<file path="src/rtl/queue_word_packer.sv">
// Pops WIDTH-bit words from an upstream queue and packs PACK of them into one wide beat
// on a valid/ready channel; a flush pulse closes a partially filled beat.
module queue_word_packer #(
  parameter int WIDTH = 8,
  parameter int PACK  = 4,
  parameter int CW    = $clog2(PACK + 1)
) (
  input  logic                  clk,
  input  logic                  rst,
  input  logic                  q_empty,
  input  logic [WIDTH-1:0]      q_data,
  output logic                  q_dequeue,
  input  logic                  flush,
  output logic [PACK*WIDTH-1:0] out_data,
  output logic [CW-1:0]         out_count,
  output logic                  out_last,
  output logic                  out_valid,
  input  logic                  out_ready
);

  // state     | meaning
  // S_FETCH   | decide: pop a word, close a flushed partial beat, or idle
  // S_CAPTURE | popped word is on q_data; store it in slot cnt
  // S_OUT     | beat presented on out_*; wait for out_ready
  typedef enum logic [1:0] {S_FETCH, S_CAPTURE, S_OUT} state_t;

  state_t        state, state_nxt;
  logic [CW-1:0] cnt;
  logic          flush_pend;
  logic          deq;
  logic          fp_clr;

  always_comb begin
    state_nxt = state;
    deq       = 1'b0;
    fp_clr    = 1'b0;
    case (state)
      S_FETCH: begin
        if (cnt == '0) fp_clr = 1'b1;
        if (cnt == '0 && flush_pend) begin
          state_nxt = S_FETCH;
        end else if (!q_empty) begin
          deq       = 1'b1;
          state_nxt = S_CAPTURE;
        end else if (flush_pend) begin
          state_nxt = S_OUT;
        end
      end
      S_CAPTURE: state_nxt = (cnt == CW'(PACK - 1)) ? S_OUT : S_FETCH;
      S_OUT: begin
        if (out_ready) begin
          state_nxt = S_FETCH;
          fp_clr    = out_last;
        end
      end
      default: state_nxt = S_FETCH;
    endcase
  end

  // Gate with reset so no pop request leaks upstream while the packer is held in reset.
  assign q_dequeue = deq & rst;

  always_ff @(posedge clk or negedge rst) begin
    if (!rst) begin
      state      <= S_FETCH;
      cnt        <= '0;
      flush_pend <= 1'b0;
      out_data   <= '0;
      out_count  <= '0;
      out_last   <= 1'b0;
      out_valid  <= 1'b0;
    end else begin
      state      <= state_nxt;
      // A flush arriving in the same cycle as a clear is kept as a new request.
      flush_pend <= (flush_pend & ~fp_clr) | flush;
      case (state)
        S_FETCH: begin
          if (state_nxt == S_OUT) begin
            out_count <= cnt;
            out_last  <= 1'b1;
            out_valid <= 1'b1;
          end
        end
        S_CAPTURE: begin
          for (int i = 0; i < PACK; i++) begin
            if (cnt == CW'(i)) out_data[i*WIDTH +: WIDTH] <= q_data;
          end
          cnt <= cnt + CW'(1);
          if (state_nxt == S_OUT) begin
            out_count <= CW'(PACK);
            out_last  <= flush_pend | flush;
            out_valid <= 1'b1;
          end
        end
        S_OUT: begin
          if (out_ready) begin
            cnt       <= '0;
            out_data  <= '0;
            out_count <= '0;
            out_last  <= 1'b0;
            out_valid <= 1'b0;
          end
        end
        default: ;
      endcase
    end
  end

endmodule
</file>
<file path="config.mk">
export PLATFORM = sky130hd
export DESIGN_NAME = queue_word_packer
export DESIGN_NICKNAME = d
export VERILOG_FILES = /design/src/rtl/queue_word_packer.sv
export SDC_FILE = /design/constraint.sdc
export NUM_CORES = 1
export LEC_CHECK = 0
export CAP_MARGIN = 20
export CORE_MARGIN = 2
export CORE_UTILIZATION = 52
export CTS_CLUSTER_SIZE = 16
export DETAILED_ROUTE_END_ITERATION = 7
export HOLD_SLACK_MARGIN = 0.02
export PLACE_DENSITY = 0.84
export SYNTH_ARGS = -nofsm -noshare
export SYNTH_HDL_FRONTEND = slang
export SYNTH_SLANG_ARGS = --single-unit
export TNS_END_PERCENT = 50
</file>
<file path="constraint.sdc">
create_clock -name clk -period 4.7 [get_ports clk]
set_input_delay 0.94 -clock clk [delete_from_list [all_inputs] [get_ports clk]]
set_output_delay 0.94 -clock clk [all_outputs]
set_load 0.005 [all_outputs]
</file>
== Word-level counts from Yosys, hierarchy flattened ==
Index checks and enable logic that the tools add are counted.
Widths: inputs -> output; s select.
Word-level totals
  register bits: 43
  input port bits: 13
  output and inout bits: 38
  logic and storage cells: 72
Cells by class
  add/sub/neg operators: 1
  eq/ne operators: 14
  multiplexer cells: 28
  bitwise logic cells: 5
  reduce and logical (&&, ||, !) cells: 14
Operator list (number)
  $pmux 32 s2: 1
  $mux 32: 1
  $mux 8: 4
  $reduce_and 3->1: 5
  $ne 2x2->1 const B: 7
  $mux 2: 5
  $mux 3: 3
  $pmux 3 s3: 1
  $mux 1: 8
  $eq 3x2->1 const B: 2
  $pmux 2 s3: 1
  $pmux 3 s2: 1
  $eq 2x2->1 const B: 2
  $pmux 1 s2: 2
  $reduce_and 4->1: 1
  $reduce_bool 2->1: 2
  $add 3x1->3 const B: 1
  $eq 3x1->1 const B: 1
  $logic_not 3->1: 1
  $pmux 1 s3: 1
  $reduce_bool 3->1: 1
  $and 1x1->1: 2
  $eq 2x1->1 const B: 1
  $logic_not 2->1: 1
  6 further kinds: 7

== Depth between registers and ports, before layout ==
Gate-level depths: netlist (run 1).
  depth after elaboration: 7
  depth in mapped cells: 8
  gate-level depth less buffers: 7

== Worst setup path after synthesis (run 1) ==
OpenSTA, ideal clock, no wires.
  path type: input port to output port
  from: input port q_empty
  to: output port q_dequeue
  data arrival time: 1344 ps
  required time: 3760 ps
  slack: 2416 ps
  cell stages on the path: 2
  buffers on the path: 0
  cells stage by stage: a211o_2 nor2_1
On the way
  cells in the longest elaborated chain, start to end: 4
Ends and longest elaborated chain
  from (decl): RTL line 10  | input logic q_empty,
  $mux 1: RTL line 42  | end else if (!q_empty) begin
  $mux 1: RTL line 40  | if (cnt == '0 && flush_pend) begin
  $mux 1: RTL line 37  | case (state)
  $and 1x1->1: RTL line 61  | assign q_dequeue = deq & rst;
  to (decl): RTL line 12  | output logic q_dequeue,
Every way passes these cells.

== Worst setup path in the final report (run 1) ==
Ends and elaborated chain as after synthesis.

==> Implementation_results.wiki, run 1 <==
{| class="wikitable"
! Metric !! Value
|-
| Outcome || finished, final reports clean
|-
| Hold WC Path Type || reg2reg
|-
| Top achievable clock speed || 0.309 GHz
|-
| Leakage power figure || 1.14 nW
|-
| Clock period minus worst slack || 3230 ps
|-
| Most common cell on crit path || sky130_fd_sc_hd__clkdlybuf4s50_1
|-
| Number of storage elements in the synthesis netlist || 43
|-
| Antenna violations before repair || 0
|-
| Worst setup path class || in2out
|-
| Clk_lat worst skew || 290 ps
|-
| Data arrival at the endpoint of the critical path || 2290 ps
|-
| Ant diodes || 0
|-
| Tot GR Track Use || 0.228
|-
| Number of routed nets with antenna violations || 0
|-
| Worst Path Required || 3760 ps
|-
| Sum of net half-perimeters after detailed placement || 3.26 mm
|-
| Setup skew after layout || 6.39 ps
|-
| DR vias/cell || 5.55
|-
| Final hold violation count || 0
|-
| Worst voltage drop across the vdd grid || 0.350 mV
|-
| Final net count || 234
|-
| Largest net degree at the start of global routing || 45
|-
| CTS Hold Buffers Added || 0
|-
| Resized Gates After CTS || 0
|-
| Maximum fanout count along the critical path || 4
|-
| Share of post-route cells with drive strength above 1 || 0.272
|-
| Worst-case register-to-register setup slack || 2160 ps
|-
| Number of clock buffers inserted by TritonCTS || 5
|-
| Final-layout setup total negative slack || 0 ps
|-
| Standard-cell row count || 22
|-
| Fraction of power spent switching nets || 0.347
|-
| Unrepaired setup endpoints after global routing || no
|-
| Switching component of the power || 0.662 mW
|-
| Max_slew headroom || 0.489
|-
| Cell type contributing the most total cell area after synthesis || sky130_fd_sc_hd__dfrtp_1
|-
| Total wirelength of the detailed-routed design || 4.47 mm
|-
| Final design utilization || 0.725
|-
| Total iterations of the first detailed-routing run || 4
|-
| Fin crit share || 0.688
|-
| Largest stage delay, worst path || 500 ps
|-
| Vias in the first global route || 1,564
|-
| Residual DRC || 0
|-
| Routability congestion estimate from global placement || 0.886
|-
| Bufs on Longest Clock Path || 2
|-
| Top-area cell type share of the netlist area || 0.524
|-
| Number of setup buffers added after CTS || 0
|-
| H-Tree Level Count || 2
|-
| IO Port Bufs || 50
|-
| Power Density || 708 mW/mm2
|-
| Area of the core region || 0.00372 mm2
|-
| Max Slew Vio Count || 0
|-
| Type of element launching the critical path || primary input
|-
| Area added between synthesis and finish || 31.1%
|-
| Synth warn || 0
|-
| Die X-Extent || 66.9 um
|-
| Number of standard cells after synthesis || 156
|-
| Number of top-level design ports || 51
|-
| Synth top area cells || sky130_fd_sc_hd__dfrtp_1, sky130_fd_sc_hd__mux2_2, sky130_fd_sc_hd__ha_1, sky130_fd_sc_hd__mux2i_1, sky130_fd_sc_hd__inv_1
|-
| Fraction of power consumed by the clock network || 0.118
|-
| DIE AREA || 0.00447 mm2
|-
| Initial DRC Count || 103
|-
| Nature of the critical path endpoint || primary output
|-
| Aggregate global routing overflow || 0
|-
| Root buf cell || sky130_fd_sc_hd__clkbuf_8
|-
| Combinational fraction of design power || 0.532
|-
| Mapped cell area || 0.00205 mm2
|-
| Setup violation total in the final timing report || 0
|-
| Slew of the pin with the lowest slew margin || 766 ps
|-
| Cell with the largest stage delay on the worst path || sky130_fd_sc_hd__clkdlybuf4s50_1
|-
| Clock sink count || 43
|-
| Cells along the critical path || clkdlybuf4s50_1 -> a211o_2 -> nor2_1 -> clkdlybuf4s50_1
|-
| Count of different cell masters after synthesis || 38
|-
| # Max-Cap Violations || 0
|-
| Relative contribution of sequential cells to total power || 0.350
|-
| Clock slew at reported path FFs || 80 ps
|-
| Routed len/inst || 17.1 um
|-
| Die height || 66.9 um
|-
| Post-synthesis net count || 178
|-
| Initial Utilization || 0.553
|-
| Per-instance average area after synthesis || 13.2 um2
|-
| Hold WS || 512 ps
|-
| Count of vias placed by the detailed router || 1,448
|-
| First-pass GRT wire length || 7.43 mm
|-
| Internal power contribution || 1.24 mW
|-
| CTS tree || built
|-
| Seq/Total Area, Yosys || 0.524
|}
-- cell usage in the layout (no fill, tap or decap), types with 2 or more instances in the layout --
cell type	n
sky130_fd_sc_hd__mux2_2	32
sky130_fd_sc_hd__mux2i_1	5
sky130_fd_sc_hd__nor2b_4	2
sky130_fd_sc_hd__o21ai_0	3
sky130_fd_sc_hd__clkbuf_8	5
sky130_fd_sc_hd__nand2_1	6
sky130_fd_sc_hd__o22ai_1	3
sky130_fd_sc_hd__a21oi_2	2
sky130_fd_sc_hd__a21oi_1	4
sky130_fd_sc_hd__nor2_2	2
sky130_fd_sc_hd__and2b_1	4
sky130_fd_sc_hd__ha_1	9
sky130_fd_sc_hd__nor2_1	4
sky130_fd_sc_hd__inv_1	9
sky130_fd_sc_hd__dfrtp_1	43
sky130_fd_sc_hd__nand2b_1	2
sky130_fd_sc_hd__nor2b_1	4
sky130_fd_sc_hd__clkdlybuf4s50_1	49
-- cells in the mapped netlist --
master and n:
sky130_fd_sc_hd__dfrtp_1 43, sky130_fd_sc_hd__mux2_2 32, sky130_fd_sc_hd__ha_1 9, sky130_fd_sc_hd__inv_1 9, sky130_fd_sc_hd__nand2_1 6, sky130_fd_sc_hd__mux2i_1 5
sky130_fd_sc_hd__a21oi_1 4, sky130_fd_sc_hd__and2b_1 4, sky130_fd_sc_hd__nor2_1 4, sky130_fd_sc_hd__nor2b_1 4, sky130_fd_sc_hd__o21ai_0 3, sky130_fd_sc_hd__o22ai_1 3
sky130_fd_sc_hd__a21oi_2 2, sky130_fd_sc_hd__nand2b_1 2, sky130_fd_sc_hd__nor2_2 2, sky130_fd_sc_hd__nor2b_4 2, sky130_fd_sc_hd__a211o_2 1, sky130_fd_sc_hd__a21o_1 1
sky130_fd_sc_hd__a32oi_1 1, sky130_fd_sc_hd__a41oi_1 1, sky130_fd_sc_hd__buf_2 1, sky130_fd_sc_hd__clkbuf_1 1, sky130_fd_sc_hd__inv_2 1, sky130_fd_sc_hd__mux2_1 1
sky130_fd_sc_hd__nand2_2 1, sky130_fd_sc_hd__nand2b_2 1, sky130_fd_sc_hd__nand4_1 1, sky130_fd_sc_hd__nor2b_2 1, sky130_fd_sc_hd__nor3_1 1, sky130_fd_sc_hd__nor4_4 1
sky130_fd_sc_hd__o21ai_2 1, sky130_fd_sc_hd__o21ai_4 1, sky130_fd_sc_hd__o21bai_2 1, sky130_fd_sc_hd__o22ai_2 1, sky130_fd_sc_hd__o2bb2ai_1 1, sky130_fd_sc_hd__o31ai_1 1
sky130_fd_sc_hd__o41ai_2 1, sky130_fd_sc_hd__xnor2_1 1
-- cell type report --
class,instances,area (um2)
clock buffers,6,72.6
multi-input cells,101,932
fillers,272,1020
well taps,48,60.1
repair buffers,51,503
flip-flops and latches,43,1080
clock inverters,2,12.5
inverters,10,37.5
-- cell families (layout without fill, tap and decap cells) --
logic type      Yosys count  in the layout  share of synthesized area
simple gates             30             30                     0.0980
flops                    43             43                      0.524
buf+inv                  12             69                     0.0225
mux                      38             38                      0.205
fa+ha+maj                 9              9                     0.0548
compound gates           23             23                     0.0914
xor+xnor                  1              1                    0.00426
-- final timing paths --
kind | startpoint | to | depth (start not counted)
setup / recovery | q_empty | q_dequeue | 4
hold reg to reg | out_data[26] | out_data[26] | 1
max in group asynchronous | rst | out_data[27] | 2
hold / removal | out_data[26] | out_data[26] | 1
min in group asynchronous | rst | out_data[5] | 2
setup reg to reg | state[0] | out_last | 7
-- per-layer routing --
metal  wire length [um]  vias up  global-route usage  share of wire
li1                   -      662                   -              -
met1               1870      725               0.291           0.42
met2               2270       48               0.361           0.51
met3                229       13              0.0659          0.051
met4                 98        0              0.0995          0.022
met5                  0        -                   0              0
-- sequential cells by signal, summed over array words and instances (netlist names) --
register    cells
out_last        1
state           2
cnt             3
out_valid       1
out_data       32
out_count       3
flush_pend      1
-- worst max-delay path: cells and delay by family --
kind	cells	cell delay (ps)
and+or+nand+nor	1	100
AOI/OAI and AO/OA	1	320
buffers and inverters	2	930
-- per-stage QoR --
stage	instances	power [mW]	cell area, um2	setup WS [ps]
final	261	1.91	2690	1470
after global routing	261	2.04	2690	1390
after CTS	261	1.92	2690	1470
after detailed placement	253	1.69	2610	1480
after global placement	253	1.64	2610	1470
after floorplan	156	1.22	2050	2420
-- power by group through the flow --
stage / logic, mW / registers [mW] / clock network [mW]
after floorplan: 0.553 / 0.663 / 0
after global placement: 0.979 / 0.661 / 0
after detailed placement: 1.02 / 0.670 / 0
after CTS: 1.02 / 0.667 / 0.231
after global routing: 1.10 / 0.688 / 0.248
final: 1.01 / 0.668 / 0.225
(Power assumes the default switching activity.)
==> inputs of run 2 (changes only) <==
--- a/config.mk
+++ b/config.mk
@@ -7,11 +7,11 @@
 export LEC_CHECK = 0
 export CAP_MARGIN = 20
 export CORE_MARGIN = 2
-export CORE_UTILIZATION = 52
+export CORE_UTILIZATION = 49
 export CTS_CLUSTER_SIZE = 16
 export DETAILED_ROUTE_END_ITERATION = 7
 export HOLD_SLACK_MARGIN = 0.02
-export PLACE_DENSITY = 0.84
+export PLACE_DENSITY = 0.8
 export SYNTH_ARGS = -nofsm -noshare
 export SYNTH_HDL_FRONTEND = slang
 export SYNTH_SLANG_ARGS = --single-unit
==> constraint.sdc (replaced) <==
create_clock -name clk -period 3.02 [get_ports clk]
set_input_delay 0.604 -clock clk [delete_from_list [all_inputs] [get_ports clk]]
set_output_delay 0.604 -clock clk [all_outputs]
set_load 0.005 [all_outputs]
==> Implementation_results.wiki, run 2 (synthesis results as in run 1) <==
{| class="wikitable"
! Metric !! Value
|-
| Outcome || finished, final reports clean (unchanged)
|-
| Residual DRC || 0 (unchanged)
|-
| Standard-cell row count || 23 (was 22)
|-
| Final hold violation count || 0 (unchanged)
|-
| Maximum fanout count along the critical path || 6 (was 4)
|-
| Top achievable clock speed || 0.354 GHz
|-
| Type of element launching the critical path || flop (was primary input)
|-
| H-Tree Level Count || 2 (unchanged)
|-
| Number of setup buffers added after CTS || 0 (unchanged)
|-
| Worst-case register-to-register setup slack || 780 ps (was 2160 ps)
|-
| # Max-Cap Violations || 0 (unchanged)
|-
| Max_slew headroom || 0.626 (was 0.489)
|-
| Hold WS || 383 ps (was 512 ps)
|-
| Power Density || 1120 mW/mm2 (was 708 mW/mm2)
|-
| Number of routed nets with antenna violations || 0 (unchanged)
|-
| Root buf cell || sky130_fd_sc_hd__clkbuf_8 (unchanged)
|-
| Total iterations of the first detailed-routing run || 4 (unchanged)
|-
| Largest stage delay, worst path || 500 ps (about the same)
|-
| Count of vias placed by the detailed router || 1,376 (was 1,448)
|-
| Number of top-level design ports || 51 (unchanged)
|-
| Final-layout setup total negative slack || 0 ps (unchanged)
|-
| First-pass GRT wire length || 6.96 mm (was 7.43 mm)
|-
| Ant diodes || 0 (unchanged)
|-
| CTS tree || built (unchanged)
|-
| Area added between synthesis and finish || 32.6% (was 31.1%)
|-
| Wire length on met2 || 2.13 mm (was 2.27 mm)
|-
| Cell with the largest stage delay on the worst path || sky130_fd_sc_hd__clkdlybuf4s50_1 (unchanged)
|-
| Area of the core region || 0.00403 mm2 (was 0.00372 mm2)
|-
| Share of post-route cells with drive strength above 1 || 0.277 (was 0.272)
|-
| Largest net degree at the start of global routing || 44 (was 45)
|-
| Antenna violations before repair || 0 (unchanged)
|-
| Slew of the pin with the lowest slew margin || 560 ps (was 766 ps)
|-
| Die height || 68.8 um (was 66.9 um)
|-
| DIE AREA || 0.00473 mm2 (was 0.00447 mm2)
|-
| Worst Path Required || 2420 ps (was 3760 ps)
|-
| Aggregate global routing overflow || 0 (unchanged)
|-
| Vias in the first global route || 1,460 (was 1,564)
|-
| Max Slew Vio Count || 0 (unchanged)
|-
| Clock sink count || 43 (unchanged)
|-
| Total wirelength of the detailed-routed design || 4.40 mm (was 4.47 mm)
|-
| Number of clock buffers inserted by TritonCTS || 5 (unchanged)
|-
| Most common cell after layout, fill and taps aside || sky130_fd_sc_hd__clkdlybuf4s50_1 (unchanged)
|-
| Sum of net half-perimeters after detailed placement || 3.18 mm (was 3.26 mm)
|-
| Register with the most flip-flops || out_data (unchanged)
|-
| Metal3 WL || 300 um (was 229 um)
|-
| Initial DRC Count || 54 (was 103)
|-
| Setup violation total in the final timing report || 0 (unchanged)
|-
| Fin crit share || 0.935
|-
| Unrepaired setup endpoints after global routing || no (unchanged)
|-
| DR vias/cell || 5.23 (was 5.55)
|-
| Final net count || 235 (was 234)
|-
| Cells along the critical path || inv_1 -> ha_1 -> nor2b_2 -> a211o_2 -> nor2_1 -> clkdlybuf4s50_1 (was clkdlybuf4s50_1 -> a211o_2 -> nor2_1 -> clkdlybuf4s50_1)
|-
| Tot GR Track Use || 0.208 (was 0.228)
|-
| CTS Hold Buffers Added || 0 (unchanged)
|-
| Routed met1 length || 1.91 mm (was 1.87 mm)
|-
| Clock period minus worst slack || 2820 ps
|-
| Initial Utilization || 0.510 (was 0.553)
|-
| Flip-flop count of the largest register after layout || 32 (unchanged)
|-
| Data arrival at the endpoint of the critical path || 2220 ps (was 2290 ps)
|-
| Routed len/inst || 16.7 um (was 17.1 um)
|-
| Largest registers in the final layout || out_data (32), cnt (3), out_count (3) (unchanged)
|-
| Clk_lat worst skew || 290 ps (about the same)
|-
| Routability congestion estimate from global placement || 0.844 (was 0.886)
|-
| Leakage power figure || 1.16 nW (was 1.14 nW)
|-
| Bufs on Longest Clock Path || 2 (unchanged)
|-
| Clock slew at reported path FFs || 80 ps (about the same)
|-
| Highest metal layer with signal wires || met4 (unchanged)
|-
| IO Port Bufs || 50 (unchanged)
|-
| Die X-Extent || 68.8 um (was 66.9 um)
|-
| Hold WC Path Type || in2async (was reg2reg)
|-
| Resized Gates After CTS || 0 (unchanged)
|-
| Worst voltage drop across the vdd grid || 0.593 mV (was 0.350 mV)
|-
| Commonest non-fill, non-tap cells in the layout || sky130_fd_sc_hd__clkdlybuf4s50_1, sky130_fd_sc_hd__dfrtp_1, sky130_fd_sc_hd__mux2_2 (unchanged)
|-
| Worst setup path class || reg2out (was in2out)
|-
| Setup skew after layout || 3.31 ps (was 6.39 ps)
|-
| Nature of the critical path endpoint || primary output (unchanged)
|-
| Final design utilization || 0.676 (was 0.725)
|}
run 2: cell types whose count changed in the layout (fill, tap and decap cells not counted), sizes merged:
cell    change
buf         +1
bufinv      +1
clkbuf      -1
clkinv      -1
run 2: metal layers:
metal | vias to the layer above | global-route usage
li1 | 660 | -
met1 | 666 | 0.256
met2 | 44 | 0.334
met3 | 6 | 0.0795
met4 | 0 | 0.0735
met5 | - | 0
run 2: cell type report:
class / count / area, um2
repair buffers: 52 / 510
clock buffers: 5 / 68.8
inverters: 10 / 37.5
well taps: 50 / 62.6
clock inverters: 2 / 37.5
fillers: 292 / 1300
multi-input cells: 101 / 932
flip-flops and latches: 43 / 1080
run 2: metrics by stage:
step / setup slack [ps] / area (um2) / power [mW] / std cells
floorplan: 1060 / 2050 / 1.89 / 156
global placement: 472 / 2620 / 2.56 / 256
detailed placement: 425 / 2620 / 2.62 / 256
CTS: 192 / 2730 / 3.08 / 263
global route: 84.1 / 2730 / 3.25 / 263
finish: 196 / 2730 / 3.04 / 263
run 2: worst max-delay path, delay by kind of cell, from the launching register on:
| family | cells | cell delay, ps |
|---|---|---|
| simple gates | 2 | 280 |
| flops | 1 | 470 |
| fa+ha+maj | 1 | 200 |
| compound gates | 1 | 380 |
| buf+inv | 2 | 610 |
run 2: path summary, 6_finish.rpt:
| check | start | to | cells past startpoint |
|---|---|---|---|
| worst max-delay path | cnt[0] | q_dequeue | 6 |
| worst min-delay path | rst | out_count[2] | 2 |
| worst max register to register | state[1] | out_last | 7 |
| worst min register to register | out_data[24] | out_data[24] | 1 |
| max in group asynchronous | rst | out_data[7] | 2 |
| min in group clk | out_data[24] | out_data[24] | 1 |
run 2: power breakdown:
group | switching (mW) | internal [mW] | leakage (nW) | total, mW
Combinational | 0.650 | 0.926 | 0.584 | 1.58
Sequential | 0.183 | 0.852 | 0.522 | 1.03
Clock | 0.190 | 0.242 | 0.0502 | 0.432
==> edit 1 (config.mk and constraints of run 2) <==
Reset style: synchronous (`rst`), changed in one clocked block.
--- a/src/rtl/queue_word_packer.sv
+++ b/src/rtl/queue_word_packer.sv
@@ -60,7 +60,7 @@
   // Gate with reset so no pop request leaks upstream while the packer is held in reset.
   assign q_dequeue = deq & rst;
 
-  always_ff @(posedge clk or negedge rst) begin
+  always_ff @(posedge clk) begin
     if (!rst) begin
       state      <= S_FETCH;
       cnt        <= '0;
Check against the original RTL: differs if rst is asserted again (counterexample within 4 cycles, from zero or initial values and one cycle with rst low); with rst held inactive, the same outputs for 10 cycles.
==> edit 1 against run 2 <==
Routed wire length fell by 9.2%. Worst hold slack better by 81 ps. Critical endpoint unchanged. Cell area down 4.8%. Count of clock-buffer cells in the layout is 1 higher. Critical path depth did not move. Highest routed layer unchanged. Setup slack improved by 250 ps. Synthesized cell count increased by 27%. Area after synthesis is 5.9% lower. Sequential cell count unchanged. Die area down 5.6%.
Power is not compared: it rests on default switching activity, and its combinational part moved more than twofold at a synthesized area within 25%.
==> edit 1: results (changes against run 2) <==
synth:
  synthFlopType: "dfxtp_1"
  ys_async_sr_fraction: 0  # -1.000
  ys_seq_area_frac: 0.4453  # -0.07844
  ys_top_cells_by_count: "dfxtp_1 (43), nor2_1 (38), mux2i_1 (36), nand2_1 (11)"
  synth_cell_type_count: 30  # -21%
  ys_top_cells_by_area: "dfxtp_1 (45%), mux2i_1 (19%), nor2_1 (7.4%)"
  synth-edff-count: 0  # unchanged
  syn_nets: 220  # +24%
layout:
  drive_above_1_share: 0.07200  # -0.2050
  reg_top3: "out_data x32, cnt x3, out_count x3"
  syn_to_final_growth_pct: 34.17
  antenna_cells: 0  # unchanged
  fin_nets: 271  # +15%
  fillCellCount: 305  # +4.5%
cts:
  cts_hold_buffers: 0  # unchanged
  clk_pin_slew_ps: 80  # about the same
  htreeDepth: 2  # unchanged
  root_buffer: "clkbuf_8"
  post_cts_buffers: 0  # unchanged
  cts-resized-gates: 0  # unchanged
global_route:
  grt_pass1_wl_um: 6699  # -3.7%
  grt_max_degree: 41  # -6.8%
  track_usage: 0.2012  # -0.006572
  first_global_vias: 1452  # -0.55%
  antenna_found_initial: 0  # unchanged
  grt_overflow: 0  # unchanged
detailed_routing:
  dr.pass1.iters: 4  # unchanged
  viasPerCell: 5.111  # -2.3%
  drt_iter0_drc: 92  # +70%
  routedWlPerCell_um: 13.39  # -20%
worst_setup_path:
  cp_top_family: "buffers and inverters"
  cp_max_fo: 5  # -1
  rrSetupSlack_ps: 790
  max_stage_delay_ps: 510
placement:
  placedInstanceArea_um2: 2472  # -5.6%
  dp_hpwl_um: 2821  # -11%
  place_congestion: 0.7703  # -8.7%
  port_buffers: 50  # unchanged
  post-place-ws_ps: 438.0  # +13.22 ps
worst_hold_path:
  hold_path_class: "flop to flop"
power:
  max-vdd-ir-drop_mv: 0.3634
sta:
  tightest_slew_ps: 696.8  # +136.3 ps
  skew_ps: 7.081  # +3.768 ps
  post-route-min-period_ps: 2576  # -247.2 ps
outcome:
  status: "complete, no violations"
==> edit 1: logic make-up (layout without fill, tap and decap cells) <==
logic type / after synthesis / count (layout) / synth area share
AOI/OAI and AO/OA: 22 / 22 / 0.1062
and+or+nand+nor: 73 / 73 / 0.1735
DFF: 43 / 43 / 0.4453
adders and majority gates: 9 / 9 / 0.05825
buffers and inverters: 15 / 67 / 0.03042
muxes: 36 / 36 / 0.1864
==> edit 1: per-layer routing <==
metal  up-vias  part of all wire  track usage
li1        774                 -            -
met1       712              0.48       0.2574
met2        32              0.46       0.3150
met3         5             0.052      0.06250
met4         0             0.013      0.07908
met5         -                 0            0
==> edit 1: area by class of cell <==
cell class / count / share of cell area
flip-flops and latches: 43 / 0.3319
inverters: 8 / 0.01158
repair buffers: 51 / 0.1959
clock buffers: 6 / 0.03184
well taps: 48 / 0.02315
multi-input cells: 140 / 0.3907
clock inverters: 2 / 0.01495
==> edit 1: power breakdown <==
group / switching [mW] / internal (mW) / leakage [nW]
registers: 0.0255 / 0.608 / 0.350
logic: 0.143 / 0.159 / 0.572
clock network: 0.197 / 0.272 / 0.0618
total: 0.365 / 1.04 / 0.984
==> edit 1: worst paths after layout <==
| kind | startpoint | to | cells past startpoint |
|---|---|---|---|
| setup reg to reg | state[0] | out_data[3] | 7 |
| hold / removal | out_valid | out_valid | 2 |
| hold reg to reg | out_valid | out_valid | 2 |
| setup / recovery | cnt[0] | q_dequeue | 6 |
==> edit 1: per-stage QoR <==
stage          cells  hold WS [ps]  power (mW)
2_1_floorplan    198         454.4      0.8251
3_3_place_gp     290         450.3      0.9453
3_5_place_dp     290         460.3      0.9497
4_1_cts          298         471.4       1.420
5_1_grt          298         495.4       1.477
6_report         298         464.5       1.404
==> edit 2 (config.mk and constraints of run 2) <==
Made on the original files. Set the parameter `PACK` to 8 (it was 4).
--- a/src/rtl/queue_word_packer.sv
+++ b/src/rtl/queue_word_packer.sv
@@ -2,7 +2,7 @@
 // on a valid/ready channel; a flush pulse closes a partially filled beat.
 module queue_word_packer #(
   parameter int WIDTH = 8,
-  parameter int PACK  = 4,
+  parameter int PACK  = 8,
   parameter int CW    = $clog2(PACK + 1)
 ) (
   input  logic                  clk,
Ports: changed (resized out_count and out_data); port bits go from 51 to 84. No check against the original RTL was run, so the function may have changed too.
==> edit 2 against run 2 <==
Routed wire length up 71%. Power up 72%. Setup slack lost 75 ps. Via count increased by 70%. Area after synthesis is 67% higher. Maximum frequency is 2.6% lower. Cell area up 67%. First-iteration DRC count is 150% higher. Sequential cell count grew 34.
==> edit 2: results (changes against run 2) <==
power:
  p_leak_nw: 1.945  # +68%
synth:
  ys_top_cells_by_count: "dfrtp_1 (77), mux2_2 (56), nand2_1 (21), o21ai_0 (13), mux2i_1 (10)"
  ys_warn_count: 0  # unchanged
  synth-compound-area-share: 0.08324  # -0.008110
  synth_cell_type_count: 41  # +7.9%
  ys_seq_area_frac: 0.5622  # +0.03850
  ys_top_cells_by_area: "dfrtp_1 (56%), mux2_2 (18%), ha_1 (2.9%)"
  syn_avg_cell_area_um2: 13.55  # +2.9%
  synthAdderAreaFrac: 0.02921  # -0.02560
  synth_xor_area_frac: 0.007667  # +0.003404
  syn_nets: 274  # +54%
  muxShareOfSynthArea: 0.2165  # +0.01126
worst_setup_path:
  worstReg2RegEnd: "out_data[50]"
  reg2reg_depth: 5  # -2
  max_stage_delay_ps: 530  # +30 ps
  cp.arrival_ps: 2290  # +70 ps
  rrSetupSlack_ps: 680  # -100 ps
cts:
  htreeDepth: 3  # +1
  post_cts_buffers: 0  # unchanged
  numCtsBuffers: 9  # +4
  clk_path_buf_depth: 2  # unchanged
  root_buffer: "clkbuf_8"
global_route:
  grt_pass1_wl_um: 12210  # +76%
  grt_util_met1: 0.2916  # +0.03580
  first_global_vias: 2386  # +63%
  met2_usage: 0.3161  # -0.01802
  grtUsageMet3: 0.06221  # -0.01734
  track_usage: 0.2103  # +0.002543
sta:
  tightest_slew_ps: 954.4  # +393.9 ps
  skew_ps: 11.43  # +8.117 ps
  final-max-slew-violation-count: 0  # unchanged
layout:
  drive_above_1_share: 0.2808  # +0.003807
  fillCellCount: 528  # +81%
  fin_nets: 365  # +55%
  reg_top3: "out_data x64, cnt x4, out_count x4"
  final_cells: 445  # +69%
placement:
  port_buffers: 83  # +66%
  place_inst: 429  # +68%
  dp_hpwl_um: 5276  # +66%
  place_congestion: 0.9007  # +6.8%
  placedInstanceArea_um2: 4359  # +66%
detailed_routing:
  drt_iter0_drc: 133  # +150%
  viasPerCell: 5.252  # +0.38%
  wl_um: 7531  # +71%
outcome:
  status: "complete, no violations"
[edit 2: cell types whose count changed after synthesis, moves of 4 or more]
cell | run 2 | this run
mux2i_1 | 5 | 10
a21oi_2 | 2 | 6
mux2_2 | 32 | 56
o21ai_0 | 3 | 13
dfrtp_1 | 43 | 77
nand2_1 | 6 | 21
[edit 2: cell type report]
class,instances,area [um^2],share of cell area
Sequential cell,77,1928,0.4238
Timing Repair Buffer,87,858.3,0.1887
Multi-Input combinational cell,162,1428,0.3138
Inverter,7,26.28,0.005776
Clock buffer,9,123.9,0.02723
Tap cell,96,120.1,0.02640
Clock inverter,7,65.06,0.01430
[edit 2: stage by stage]
stage	hold WS [ps]	worst slack (ps)	total power, mW
2_1_floorplan	308.4	1006	3.225
3_3_place_gp	488.8	507.3	4.449
3_5_place_dp	495.1	480.4	4.521
4_1_cts	513.6	101.8	5.282
5_1_grt	531.8	32.16	5.590
6_report	493.4	121.2	5.239
[edit 2: cells by family after synthesis]
group / after synthesis
AOI/OAI and AO/OA: 37
muxes: 67
buffers and inverters: 14
adders and majority gates: 8
xor gates and xnor gates: 3
and+or+nand+nor: 47
DFF: 77
[edit 2: worst max path at each step]
stage	startpoint	end	slack [ps]	depth (start not counted)
detailed placement	cnt[0]	q_dequeue	480	6
CTS	cnt[0]	q_dequeue	100	6
global route	cnt[1]	q_dequeue	30	6
global placement	cnt[0]	q_dequeue	510	6
finish	cnt[1]	q_dequeue	120	6
floorplan	state[1]	out_last	1010	9
[edit 2: worst max-delay path, delay by kind of cell (launching register included)]
kind	cells	cell delay, ps
fa+ha+maj	1	240
buf+inv	2	660
simple gates	3	580
flops	1	470
[edit 2: power by group through the flow]
stage                     logic, mW  registers [mW]  clock network [mW]
after global routing           2.86            1.93               0.799
after global placement         2.58            1.87                   0
after floorplan                1.36            1.87                   0
final                          2.64            1.87               0.738
after detailed placement       2.64            1.88                   0
after CTS                      2.66            1.87               0.752
[edit 2: layer usage]
metal  up-vias  wire length, um
met2        72             3402
met3        11              472
met5         -                0
met4         0              114
li1       1091                -
met1      1163             3541
